### src/rtl/kbest_pkg.sv
// Shared types and sizing for the k-best result SRAM array controller.
//   DATA_WIDTH/K/ADDR_WIDTH/DEPTH size the K-bank array.
//   SENTINEL is the "worst distance" value written by an array clear.
//   wr_state_e / rd_state_e are the write-path and readout FSM encodings.
//   beat_t is one readout beat: entry data, SRAM address and bank rank.
package kbest_pkg;

  localparam int DATA_WIDTH = 32;
  localparam int K          = 4;
  localparam int ADDR_WIDTH = 8;
  localparam int DEPTH      = 2 ** ADDR_WIDTH;
  localparam int RANK_W     = $clog2(K);
  // Beat counter must hold DEPTH*K without overflowing.
  localparam int BEAT_W     = ADDR_WIDTH + 1 + RANK_W;

  localparam logic [DATA_WIDTH-1:0] SENTINEL = '1;

  typedef enum logic {
    IDLE,
    CLEAR
  } wr_state_e;

  typedef enum logic [1:0] {
    R_IDLE,
    R_RUN,
    R_DRAIN
  } rd_state_e;

  typedef struct packed {
    logic [DATA_WIDTH-1:0] data;
    logic [ADDR_WIDTH-1:0] addr;
    logic [RANK_W-1:0]     rank;
  } beat_t;

  // Active-low one-hot bank select for port1.
  function automatic logic [K-1:0] bank_sel_b(input logic [RANK_W-1:0] rank);
    return ~(K'(1) << rank);
  endfunction

endpackage

### src/rtl/kbest_out_skid.sv
// Two-entry valid/ready FIFO of beat_t feeding the readout stream.
//   clk, rst     : clock, synchronous active-high reset
//   push, in_beat: write one beat (caller guarantees space via count)
//   out_ready    : downstream accept; pop = out_valid && out_ready
//   out_valid    : head entry present
//   out_beat     : head entry, held stable until popped
//   count        : current occupancy 0..2
module kbest_out_skid
  import kbest_pkg::*;
(
  input  logic       clk,
  input  logic       rst,
  input  logic       push,
  input  beat_t      in_beat,
  input  logic       out_ready,
  output logic       out_valid,
  output beat_t      out_beat,
  output logic [1:0] count
);

  beat_t mem [2];
  logic  wr_ptr;
  logic  rd_ptr;
  logic  pop;

  assign out_valid = (count != 2'd0);
  assign out_beat  = mem[rd_ptr];
  assign pop       = out_valid && out_ready;

  always_ff @(posedge clk) begin
    if (rst) begin
      mem[0] <= '0;
      mem[1] <= '0;
      wr_ptr <= 1'b0;
      rd_ptr <= 1'b0;
      count  <= 2'd0;
    end else begin
      if (push) begin
        mem[wr_ptr] <= in_beat;
        wr_ptr      <= ~wr_ptr;
      end
      if (pop) rd_ptr <= ~rd_ptr;
      count <= count + 2'(push) - 2'(pop);
    end
  end

endmodule

### src/rtl/kbest_array_ctrl.sv
// Sequencer/arbiter for the K-bank k-best result SRAM array.
// Port0 carries writer results and array clears; port1 serves readout,
// which serialises each address as K beats (rank 0..K-1) on out_*.
//   clear_start/clear_done : fill array with SENTINEL / done pulse
//   wr_valid/wr_ready, wr_addr, wr_data : writer request (K entries)
//   rd_start, rd_base, rd_count, rd_busy, rd_done : readout control
//   out_valid/out_ready, out_data, out_addr, out_rank : beat stream
//   csb0, web0, addr0, wdata0 : SRAM port0 (registered, active-low)
//   csb1, addr1, rdata1       : SRAM port1 (registered, per-bank select)
//
// Write FSM
//   state   | meaning
//   IDLE    | accepting writer requests, one SRAM write per handshake
//   CLEAR   | writing SENTINEL to addresses 0..DEPTH-1, writer held off
// Read FSM
//   state   | meaning
//   R_IDLE  | no readout
//   R_RUN   | issuing port1 reads, rank-major within each address
//   R_DRAIN | all reads issued, waiting for the last beat to be accepted
module kbest_array_ctrl
  import kbest_pkg::*;
(
  input  logic                           clk,
  input  logic                           rst,
  input  logic                           clear_start,
  output logic                           clear_done,
  input  logic                           wr_valid,
  output logic                           wr_ready,
  input  logic [ADDR_WIDTH-1:0]          wr_addr,
  input  logic [K-1:0][DATA_WIDTH-1:0]   wr_data,
  input  logic                           rd_start,
  input  logic [ADDR_WIDTH-1:0]          rd_base,
  input  logic [ADDR_WIDTH:0]            rd_count,
  output logic                           rd_busy,
  output logic                           rd_done,
  output logic                           out_valid,
  input  logic                           out_ready,
  output logic [DATA_WIDTH-1:0]          out_data,
  output logic [ADDR_WIDTH-1:0]          out_addr,
  output logic [RANK_W-1:0]              out_rank,
  output logic                           csb0,
  output logic                           web0,
  output logic [ADDR_WIDTH-1:0]          addr0,
  output logic [K-1:0][DATA_WIDTH-1:0]   wdata0,
  output logic [K-1:0]                   csb1,
  output logic [ADDR_WIDTH-1:0]          addr1,
  input  logic [K-1:0][DATA_WIDTH-1:0]   rdata1
);

  wr_state_e wr_state, wr_state_n;
  rd_state_e rd_state, rd_state_n;

  logic                         wr_rdy_q, clear_go, wr_fire, clear_done_n;
  logic [ADDR_WIDTH-1:0]        clr_cnt, clr_cnt_n;
  logic                         csb0_n, web0_n;
  logic [ADDR_WIDTH-1:0]        addr0_n;
  logic [K-1:0][DATA_WIDTH-1:0] wdata0_n;

  logic                  rd_go, hazard, issue, pop, rd_done_n;
  logic [ADDR_WIDTH-1:0] rd_addr, rd_addr_n, addr1_n;
  logic [RANK_W-1:0]     rd_rank, rd_rank_n;
  logic [BEAT_W-1:0]     beats_left, beats_left_n;
  logic [K-1:0]          csb1_n;
  logic [2:0]            occ_after;
  logic [1:0]            skid_cnt;

  // Read pipeline: iss_* is the cycle port1 is selected, cap_* the cycle rdata1 is valid.
  logic                  iss_v, cap_v;
  logic [ADDR_WIDTH-1:0] iss_addr, cap_addr;
  logic [RANK_W-1:0]     iss_rank, cap_rank;
  beat_t                 cap_beat, head;

  // ---------------- write path ----------------
  always_comb begin
    wr_state_n   = wr_state;
    clr_cnt_n    = clr_cnt;
    csb0_n       = 1'b1;
    web0_n       = 1'b1;
    addr0_n      = addr0;
    wdata0_n     = wdata0;
    clear_done_n = 1'b0;
    clear_go     = clear_start && (wr_state == IDLE) && (rd_state == R_IDLE);
    // Gated so a write handshake can never collide with the first clear write.
    wr_ready     = wr_rdy_q && !clear_go;
    wr_fire      = wr_valid && wr_ready;
    case (wr_state)
      IDLE: begin
        if (clear_go) begin
          wr_state_n = CLEAR;
          clr_cnt_n  = ADDR_WIDTH'(DEPTH - 1);
          csb0_n     = 1'b0;
          web0_n     = 1'b0;
          addr0_n    = '0;
          wdata0_n   = {K{SENTINEL}};
        end else if (wr_fire) begin
          csb0_n   = 1'b0;
          web0_n   = 1'b0;
          addr0_n  = wr_addr;
          wdata0_n = wr_data;
        end
      end
      CLEAR: begin
        if (clr_cnt == '0) begin
          wr_state_n   = IDLE;
          clear_done_n = 1'b1;
        end else begin
          clr_cnt_n = clr_cnt - 1'b1;
          csb0_n    = 1'b0;
          web0_n    = 1'b0;
          addr0_n   = addr0 + 1'b1;
          wdata0_n  = {K{SENTINEL}};
        end
      end
      default: wr_state_n = IDLE;
    endcase
  end

  always_ff @(posedge clk) begin
    if (rst) begin
      wr_state   <= IDLE;
      clr_cnt    <= '0;
      wr_rdy_q   <= 1'b0;
      csb0       <= 1'b1;
      web0       <= 1'b1;
      addr0      <= '0;
      wdata0     <= '0;
      clear_done <= 1'b0;
    end else begin
      wr_state   <= wr_state_n;
      clr_cnt    <= clr_cnt_n;
      wr_rdy_q   <= (wr_state_n == IDLE);
      csb0       <= csb0_n;
      web0       <= web0_n;
      addr0      <= addr0_n;
      wdata0     <= wdata0_n;
      clear_done <= clear_done_n;
    end
  end

  // ---------------- readout ----------------
  always_comb begin
    rd_state_n   = rd_state;
    rd_addr_n    = rd_addr;
    rd_rank_n    = rd_rank;
    beats_left_n = beats_left;
    csb1_n       = '1;
    addr1_n      = addr1;
    rd_done_n    = 1'b0;
    issue        = 1'b0;
    rd_go        = rd_start && (rd_state == R_IDLE) && (wr_state == IDLE) &&
                   !clear_start && (rd_count != '0);
    pop          = out_valid && out_ready;
    // Skid occupancy plus reads still in the SRAM pipeline, after this cycle's pop.
    occ_after    = 3'(skid_cnt) + 3'(cap_v) + 3'(iss_v) - 3'(pop);
    // Read and write of the same address in one cycle would return stale data.
    hazard       = !csb0_n && !web0_n && (addr0_n == rd_addr);
    case (rd_state)
      R_IDLE: begin
        if (rd_go) begin
          rd_state_n   = R_RUN;
          rd_addr_n    = rd_base;
          rd_rank_n    = '0;
          beats_left_n = BEAT_W'(rd_count) * BEAT_W'(K);
        end
      end
      R_RUN: begin
        if ((occ_after < 3'd2) && !hazard) begin
          issue        = 1'b1;
          csb1_n       = bank_sel_b(rd_rank);
          addr1_n      = rd_addr;
          beats_left_n = beats_left - 1'b1;
          if (rd_rank == RANK_W'(K - 1)) begin
            rd_rank_n = '0;
            rd_addr_n = rd_addr + 1'b1;
          end else begin
            rd_rank_n = rd_rank + 1'b1;
          end
          if (beats_left == BEAT_W'(1)) rd_state_n = R_DRAIN;
        end
      end
      R_DRAIN: begin
        if (!iss_v && !cap_v && (occ_after == 3'd0)) begin
          rd_state_n = R_IDLE;
          rd_done_n  = 1'b1;
        end
      end
      default: rd_state_n = R_IDLE;
    endcase
  end

  always_ff @(posedge clk) begin
    if (rst) begin
      rd_state   <= R_IDLE;
      rd_addr    <= '0;
      rd_rank    <= '0;
      beats_left <= '0;
      csb1       <= '1;
      addr1      <= '0;
      rd_busy    <= 1'b0;
      rd_done    <= 1'b0;
      iss_v      <= 1'b0;
      iss_addr   <= '0;
      iss_rank   <= '0;
      cap_v      <= 1'b0;
      cap_addr   <= '0;
      cap_rank   <= '0;
    end else begin
      rd_state   <= rd_state_n;
      rd_addr    <= rd_addr_n;
      rd_rank    <= rd_rank_n;
      beats_left <= beats_left_n;
      csb1       <= csb1_n;
      addr1      <= addr1_n;
      rd_busy    <= (rd_state_n != R_IDLE);
      rd_done    <= rd_done_n;
      iss_v      <= issue;
      if (issue) begin
        iss_addr <= rd_addr;
        iss_rank <= rd_rank;
      end
      cap_v      <= iss_v;
      cap_addr   <= iss_addr;
      cap_rank   <= iss_rank;
    end
  end

  assign cap_beat = '{data: rdata1[cap_rank], addr: cap_addr, rank: cap_rank};

  kbest_out_skid u_skid (
    .clk       (clk),
    .rst       (rst),
    .push      (cap_v),
    .in_beat   (cap_beat),
    .out_ready (out_ready),
    .out_valid (out_valid),
    .out_beat  (head),
    .count     (skid_cnt)
  );

  assign out_data = head.data;
  assign out_addr = head.addr;
  assign out_rank = head.rank;

endmodule

### config.mk
export PLATFORM = sky130hd
export DESIGN_NAME = kbest_array_ctrl
export DESIGN_NICKNAME = d
export VERILOG_FILES = /design/src/rtl/kbest_pkg.sv /design/src/rtl/kbest_out_skid.sv /design/src/rtl/kbest_array_ctrl.sv
export SDC_FILE = /design/constraint.sdc
export NUM_CORES = 1
export LEC_CHECK = 0
export BUFFER_PORTS_ARGS = -buffer_cell sky130_fd_sc_hd__buf_2
export CORE_AREA = 2 2 190 192
export CTS_CLUSTER_SIZE = 28
export DETAILED_ROUTE_END_ITERATION = 16
export DIE_AREA = 0 0 192 194
export HOLD_SLACK_MARGIN = 0.05
export MAX_ROUTING_LAYER = met4
export PLACE_DENSITY = 0.63
export SYNTH_ARGS = -nofsm -noshare
export SYNTH_HDL_FRONTEND = slang
export SYNTH_SLANG_ARGS = --single-unit
### constraint.sdc
create_clock -name clk -period 5.8 [get_ports clk]
set_input_delay 0.58 -clock clk [delete_from_list [all_inputs] [get_ports clk]]
set_output_delay 0.58 -clock clk [all_outputs]
set_load 0.05 [all_outputs]
### Yosys cells after proc, flatten, opt, wreduce, memory -nomap -nowiden

Memories as Yosys holds them, arrays and structs flattened. A register that Yosys moved wholly into a read port is not among the register bits.
Cells that the tools add are included.

| storage, ports and cells | value |
|---|---|
| input bits | 287 |
| memories kept | 1 |
| memory bits (writable) | 84 |
| ROM bits | 0 |
| bits in registers | 211 |
| bits in latches | 0 |

Memory list:

| name | depth | bits a word | read ports | clocked after Yosys merged registers in | write ports | line | text |
|---|---|---|---|---|---|---|---|
| u_skid.mem | 2 | 42 | 1 | 1 | 2 | kbest_out_skid.sv:21 | `beat_t mem [2];` |

| cells by class | value |
|---|---|
| divide/modulo/power cells | 0 |
| multipliers | 0 |
| order comparisons | 2 |
| add/subtract/negate cells | 10 |
| reduce and logical (&&, ||, !) cells | 35 |
| eq/ne operators | 11 |
| shift operators | 1 |
| muxes and demuxes | 49 |
| bitwise gates (word level) | 8 |

Operator list:

| kind | number |
|---|---|
| $mux W128 | 3 |
| $pmux W128 S2 | 1 |
| $bmux W32 S2 | 1 |
| $mux W8 | 8 |
| $pmux W8 S2 | 3 |
| $mux W42 | 1 |
| $reduce_or A42 Y1 | 1 |
| $mux W32 | 1 |
| $mux W11 | 2 |
| $pmux W11 S2 | 1 |
| $mux W1 | 17 |
| $add A8 B1 Y8 const B | 2 |
| $mux W2 | 7 |
| $logic_and A1 B1 Y1 | 13 |
| $eq A11 B1 Y1 const B | 1 |
| $sub A11 B1 Y11 const B | 1 |
| $ne A2 B2 Y1 const B | 5 |
| $reduce_bool A9 Y1 | 1 |
| $eq A8 B8 Y1 | 1 |
| $logic_not A8 Y1 | 1 |
| $sub A8 B1 Y8 const B | 1 |
| $not A1 Y1 | 7 |
| $logic_not A1 Y1 | 6 |
| $pmux W2 S3 | 1 |
| other kinds (23) | 30 |

### Longest topological paths before layout

| depth | value |
|---|---|
| word-level depth | 16 |
| mapped depth | 16 |
| gate-level depth less buffers | 14 |

### Cells and area by module

From an unflattened synthesis, not the netlist that was laid out.

| second synthesis, totals | value |
|---|---|
| cells, all modules | 1346 |
| area total of the unflattened synthesis | 13267.7 um2 |

By module, submodules not included:

| module | cells each | seq. area each (um2) | area each (um2) | instances |
|---|---|---|---|---|
| kbest_array_ctrl | 1051 | 3983.8 | 9106.2 | 1 |
| kbest_out_skid | 295 | 2622.5 | 4161.5 | 1 |

### Least setup slack after synthesis

Ideal clock, no wire load.

| timing path | value |
|---|---|
| kind | reg-to-reg |
| start | register u_skid.count[1] |
| end | register addr1[4] |
| period minus slack after synthesis | 3.441 ns |
| cell stages (with the launch flop) | 16 |
| data required time | 5.672 ns |
| arrival | 3.313 ns |
| buffers on the path | 2 |
| path slack | 2.359 ns |
| path through | dfxtp_1 > inv_1 > nand2_1 > and2_1 > ha_1 > inv_1 > fa_1 > fa_1 > xnor2_1 > nor2_1 > nand2_1 > a21oi_2 > buf_6 > buf_4 > mux2i_1 > nor2_1 |

| on the way | value |
|---|---|
| word-level cells in the longest chain between the ends | 6 |
| elaborated cells between the ends (all ways) | 8 |
| classes of those cells | add/sub (3); order compare (1); reduce/logical (4) |

Ends and longest elaborated chain:

| element | line | text |
|---|---|---|
| start: declaration | kbest_out_skid.sv:18 | `output logic [1:0] count` |
| start signal: assignment | kbest_out_skid.sv:43 | `count <= count + 2'(push) - 2'(pop);` |
| $reduce_bool A2 Y1 | kbest_out_skid.sv:26 | `assign out_valid = (count != 2'd0);` |
| named net out_valid | kbest_array_ctrl.sv:36 | `output logic out_valid,` |
| $logic_and A1 B1 Y1 | kbest_array_ctrl.sv:152 | `pop = out_valid && out_ready;` |
| named net pop | kbest_array_ctrl.sv:59 | `logic rd_go, hazard, issue, pop, rd_done_n;` |
| $sub A3 B1 Y3 | kbest_array_ctrl.sv:154 | `occ_after = 3'(skid_cnt) + 3'(cap_v) + 3'(iss_v) - 3'(pop);` |
| $lt A3 B2 Y1 | kbest_array_ctrl.sv:167 | `if ((occ_after < 3'd2) && !hazard) begin` |
| $logic_and A1 B1 Y1 | kbest_array_ctrl.sv:167 |  |
| $reduce_and A2 Y1 (no source line) | -- |  |
| end signal: assignment | kbest_array_ctrl.sv:213 | `addr1 <= addr1_n;` |
| end: declaration | kbest_array_ctrl.sv:46 | `output logic [ADDR_WIDTH-1:0] addr1,` |

The timed path passes the listed nets, and every way through them passes these cells.
A chain may end at the register's enable or synchronous reset.

### Worst setup path in the final report

| timing path | value |
|---|---|
| start | register wr_state |
| end | register rd_addr[5] |

| on the way | value |
|---|---|
| word-level cells in the longest chain between the ends | 15 |
| elaborated cells between the ends (all ways) | 23 |
| classes of those cells | eq/ne (3); mux (6); bitwise (1); reduce/logical (13) |

Ends and longest elaborated chain:

| element | line | text |
|---|---|---|
| start: declaration | kbest_array_ctrl.sv:50 | `wr_state_e wr_state, wr_state_n;` |
| start signal: assignment | kbest_array_ctrl.sv:129 | `wr_state <= wr_state_n;` |
| $not A1 Y1 (no source line) | -- |  |
| $logic_and A1 B1 Y1 (2 in a row) | kbest_array_ctrl.sv:82 | `clear_go = clear_start && (wr_state == IDLE) && (rd_state == R_IDLE);` |
| $logic_not A1 Y1 | kbest_array_ctrl.sv:84 | `wr_ready = wr_rdy_q && !clear_go;` |
| $logic_and A1 B1 Y1 | kbest_array_ctrl.sv:84 |  |
| $logic_and A1 B1 Y1 | kbest_array_ctrl.sv:85 | `wr_fire = wr_valid && wr_ready;` |
| $mux W8 or $mux W1 (tied branches) | kbest_array_ctrl.sv:95 | `end else if (wr_fire) begin` |
| $mux W8 or $mux W1 (tied branches) | kbest_array_ctrl.sv:88 | `if (clear_go) begin` |
| $pmux W8 S2 or $pmux W1 S2 (tied branches) | kbest_array_ctrl.sv:86 | `case (wr_state)` |
| $eq A8 B8 Y1 or $logic_not A1 Y1 (tied branches) | kbest_array_ctrl.sv:156 | `hazard = !csb0_n && !web0_n && (addr0_n == rd_addr);` |
| $logic_and A1 B1 Y1 | kbest_array_ctrl.sv:156 |  |
| $logic_not A1 Y1 | kbest_array_ctrl.sv:167 |  |
| $logic_and A1 B1 Y1 | kbest_array_ctrl.sv:167 |  |
| $ne A2 B2 Y1 (no source line) | -- |  |
| $reduce_and A4 Y1 (no source line) * | -- |  |
| end signal: assignment | kbest_array_ctrl.sv:209 | `rd_addr <= rd_addr_n;` |
| end: declaration | kbest_array_ctrl.sv:60 | `logic [ADDR_WIDTH-1:0] rd_addr, rd_addr_n, addr1_n;` |

Mark *: on every way between the ends. The rest lies on a longest branch, timed or not.

==> results.toml <==
[clocking]
cts_resized = 0
root_buffer = "clkbuf_16"
cts_tree = "yes"
postCtsSetupBuffers = 0
htree_levels = 2
clkSlewWorstSetupHoldPaths_ps = 60
clock_latency_ps = 510
cts_hold_buf = 0
cts.path.max_buffers = 3
clock_sinks = 288
cts_buffers = 34

[route]
wirelength_um = 41900
drtAntennaViolNets = 0
dr_total_vias = 11700
wl_per_cell_um = 18.6
detail_route.iter0.violations = 513
drtPass1Iterations = 4
viasPerCell = 5.18
drc = 0

[layout]
nets = 2059
area_growth_pct = 29.6
instances_no_fill = 2254
drive_gt1_share_pct = 36.9

[timing]
setup_viol = 0
maxSlewViolCount = 0
tns_ps = 0
fin_skew_ps = 20.9
hold_violations = 0
rsz0062_at_grt = "false"
finalCritPeriodShare_pct = 67.3
fin_crit_ps = 3910
worstMarginPinSlew_ps = 1110
fmax_ghz = 0.256
slew_headroom_pct = 25.8
setup_slack_ps = 1890

[die]
die_w_um = 192
ios = 484
row_count = 69
die-area_mm2 = 0.0372
chipHeight_um = 194
start_util_pct = 37.3
fp.coreArea_mm2 = 0.0352

[yosys]
synth_area_leaders = "dfxtp_1, edfxtp_1, nor3_1"
synthCells = 1337
synth_warnings = 0
yosys.area.top_type = "dfxtp_1"
synth_cell_types = 63
syn-num-nets = 1638
synth_top_cell_area_share_pct = 31.1
ys_seq_area_share_pct = 50.3
synth_area_mm2 = 0.0131
synth-seq-cells = 288
synth_edf_count = 84
ys.flop_type = "dfxtp_1"
ys_async_sr_fraction_pct = 0
syn_area_per_cell_um2 = 9.83

[worst_setup_path]
end_kind = "flop"
r2r_cells = 10
worst_ep_required_time_ps = 6230
start_kind = "flop"
arrival_ps = 4340
r2r_start = "wr_state$_SDFF_PP0_"
worstSetupPathType = "reg -> reg"
worstReg2RegEnd = "rd_addr[5]$_SDFFE_PP0P_"
r2r_slack_ps = 1890
path_max_fanout = 65

[worst_hold_path]
worstHoldStart = "wr_data[29]"
min_path_type = "in -> reg"
worst_hold_path.endpoint = "wdata0[29]$_SDFFE_PP0N_"
whs_path_depth = 3

[power]
p_per_area_mw_per_mm2 = 411
vdd_ir_drop_max_uv = 262
leakagePower_uw = 0.00718

[global_route]
grt_overflow = 0
grt_max_degree = 130
antenna_found_initial = 12
grt.total_usage_pct = 22.2
grt_pass1_vias = 11500
grt_pass1_wl_um = 62900

[status]
status = "finished, final reports clean"

[place]
dp_cells = 2183
dp_hpwl_um = 29700
gp_congestion = 0.890
portBuffers = 483
place_ws_ps = 1750

[run]
drv_cap = 0
==> registers in the layout, summed over array words and instances, names as in the netlist, 2 cells and up, named ones only <==
signal and cells:
clr_cnt 8, csb1 4, addr1 8, u_skid.count 2, u_skid.mem 84, rd_addr 8, addr0 8, rd_rank 2
wdata0 128, cap_rank 2, rd_state 2, beats_left 11, iss_rank 2, cap_addr 8
==> worst max path at each step <==
stage                     depth (start not counted)                 endpoint                        from  slack, ps
after global routing                             10  rd_addr[6]$_SDFFE_PP0P_         wr_state$_SDFF_PP0_       1590
after CTS                                        10  rd_addr[3]$_SDFFE_PP0P_         wr_state$_SDFF_PP0_       1900
after floorplan                                  15    addr1[4]$_SDFFE_PP0N_  u_skid.count[1]$_SDFF_PP0_       2360
final                                            10  rd_addr[5]$_SDFFE_PP0P_         wr_state$_SDFF_PP0_       1890
after global placement                           11  rd_addr[6]$_SDFFE_PP0P_                 clear_start       1830
after detailed placement                         11  rd_addr[3]$_SDFFE_PP0P_                 clear_start       1750
==> synthesized netlist by cell type (6+ instances only) <==
library cell and instances:
nor3b_1 10, o21ai_0 8, ha_1 12, and3_1 6, a211oi_1 8, mux2_2 47
inv_1 23, a21oi_1 37, nand3_1 25, nor3_1 277, buf_1 6, xnor2_1 8
nand2b_1 11, clkbuf_1 94, nor4_1 13, nor2_1 174, o21ai_1 16, mux2i_1 18
nor2b_1 13, or3_1 7, and2_1 88, edfxtp_1 84, mux4_2 32, dfxtp_1 204
nand2_1 38
==> placed cells by master (no fill, tap or decap), drive strengths merged, types with 4 or more instances in the layout <==
cell / synthesis / routed
nor4: 14 / 14
nor4b: 5 / 5
nand2b: 11 / 11
o31ai: 5 / 5
clkbuf: 94 / 44
mux2: 51 / 51
nor3: 278 / 278
and2: 88 / 88
nor2b: 13 / 13
o21a: 5 / 5
mux2i: 18 / 18
nand2: 38 / 38
edfxtp: 84 / 84
a2111oi: 9 / 9
clkinvlp: 0 / 5
nor2: 176 / 176
xnor2: 8 / 8
ha: 12 / 12
mux4: 32 / 32
buf: 18 / 497
clkinv: 0 / 10
diode: 0 / 9
and3: 6 / 6
dfxtp: 204 / 204
inv: 23 / 23
or2: 4 / 4
a21oi: 39 / 39
nand3: 25 / 25
nor3b: 10 / 10
a211oi: 8 / 8
or3: 7 / 7
o21ai: 24 / 24
==> power by group <==
group	switching [uW]	total [uW]	internal, uW	leakage, uW
sequential	152	2470	2320	0.00256
combinational	1690	2340	657	0.00406
clock	841	2180	1340	0.000559
total	2680	7000	4320	0.00718
==> layer usage <==
layer  track usage, %  part of all wire (%)  wire [um]
met3             5.57                   8.3       3490
met4             7.86                   3.1       1300
met5                -                     0          0
met2             38.3                    51      21300
met1             24.7                    38      15800
==> metrics by stage <==
step	total power, uW	cell area, um2	hold slack [ps]	util [%]
2_1_floorplan	4260	13100	437	-
3_3_place_gp	4840	15800	448	45.0
3_5_place_dp	4860	15800	452	45.0
4_1_cts	7080	17000	318	48.3
5_1_grt	7330	17000	329	48.3
6_report	7000	17000	337	48.3
==> layout make-up <==
cell class / count / area [um2]
fillers: 3349 / 18200
clock inverters: 18 / 173
clock buffers: 44 / 992
well taps: 461 / 577
flip-flops and latches: 288 / 6610
inverters: 23 / 86.3
diodes: 9 / 22.5
multi-input cells: 914 / 6030
repair buffers: 497 / 2540
==> cell families (layout without fill, tap and decap cells) <==
family,Yosys count,in the layout,share of synthesized area (%)
fa+ha+maj,14,14,1.45
xor+xnor,11,11,0.733
mux,101,101,11.2
flops,288,288,50.3
buf+inv,135,582,4.25
simple gates,683,683,26.2
other cells,0,9,0
compound gates,105,105,5.87
==> critical path, stage by stage (launching register included) <==
cell and delay (ps):
dfxtp_1 460, nor4b_2 750, nor3_1 220, a21o_4 430, or3b_1 510, a2111oi_2 280, a21oi_2 90, buf_4 250
a21oi_4 360, mux2_1 350, o21ai_1 120
No activity file was read; power rests on OpenSTA's default activity.
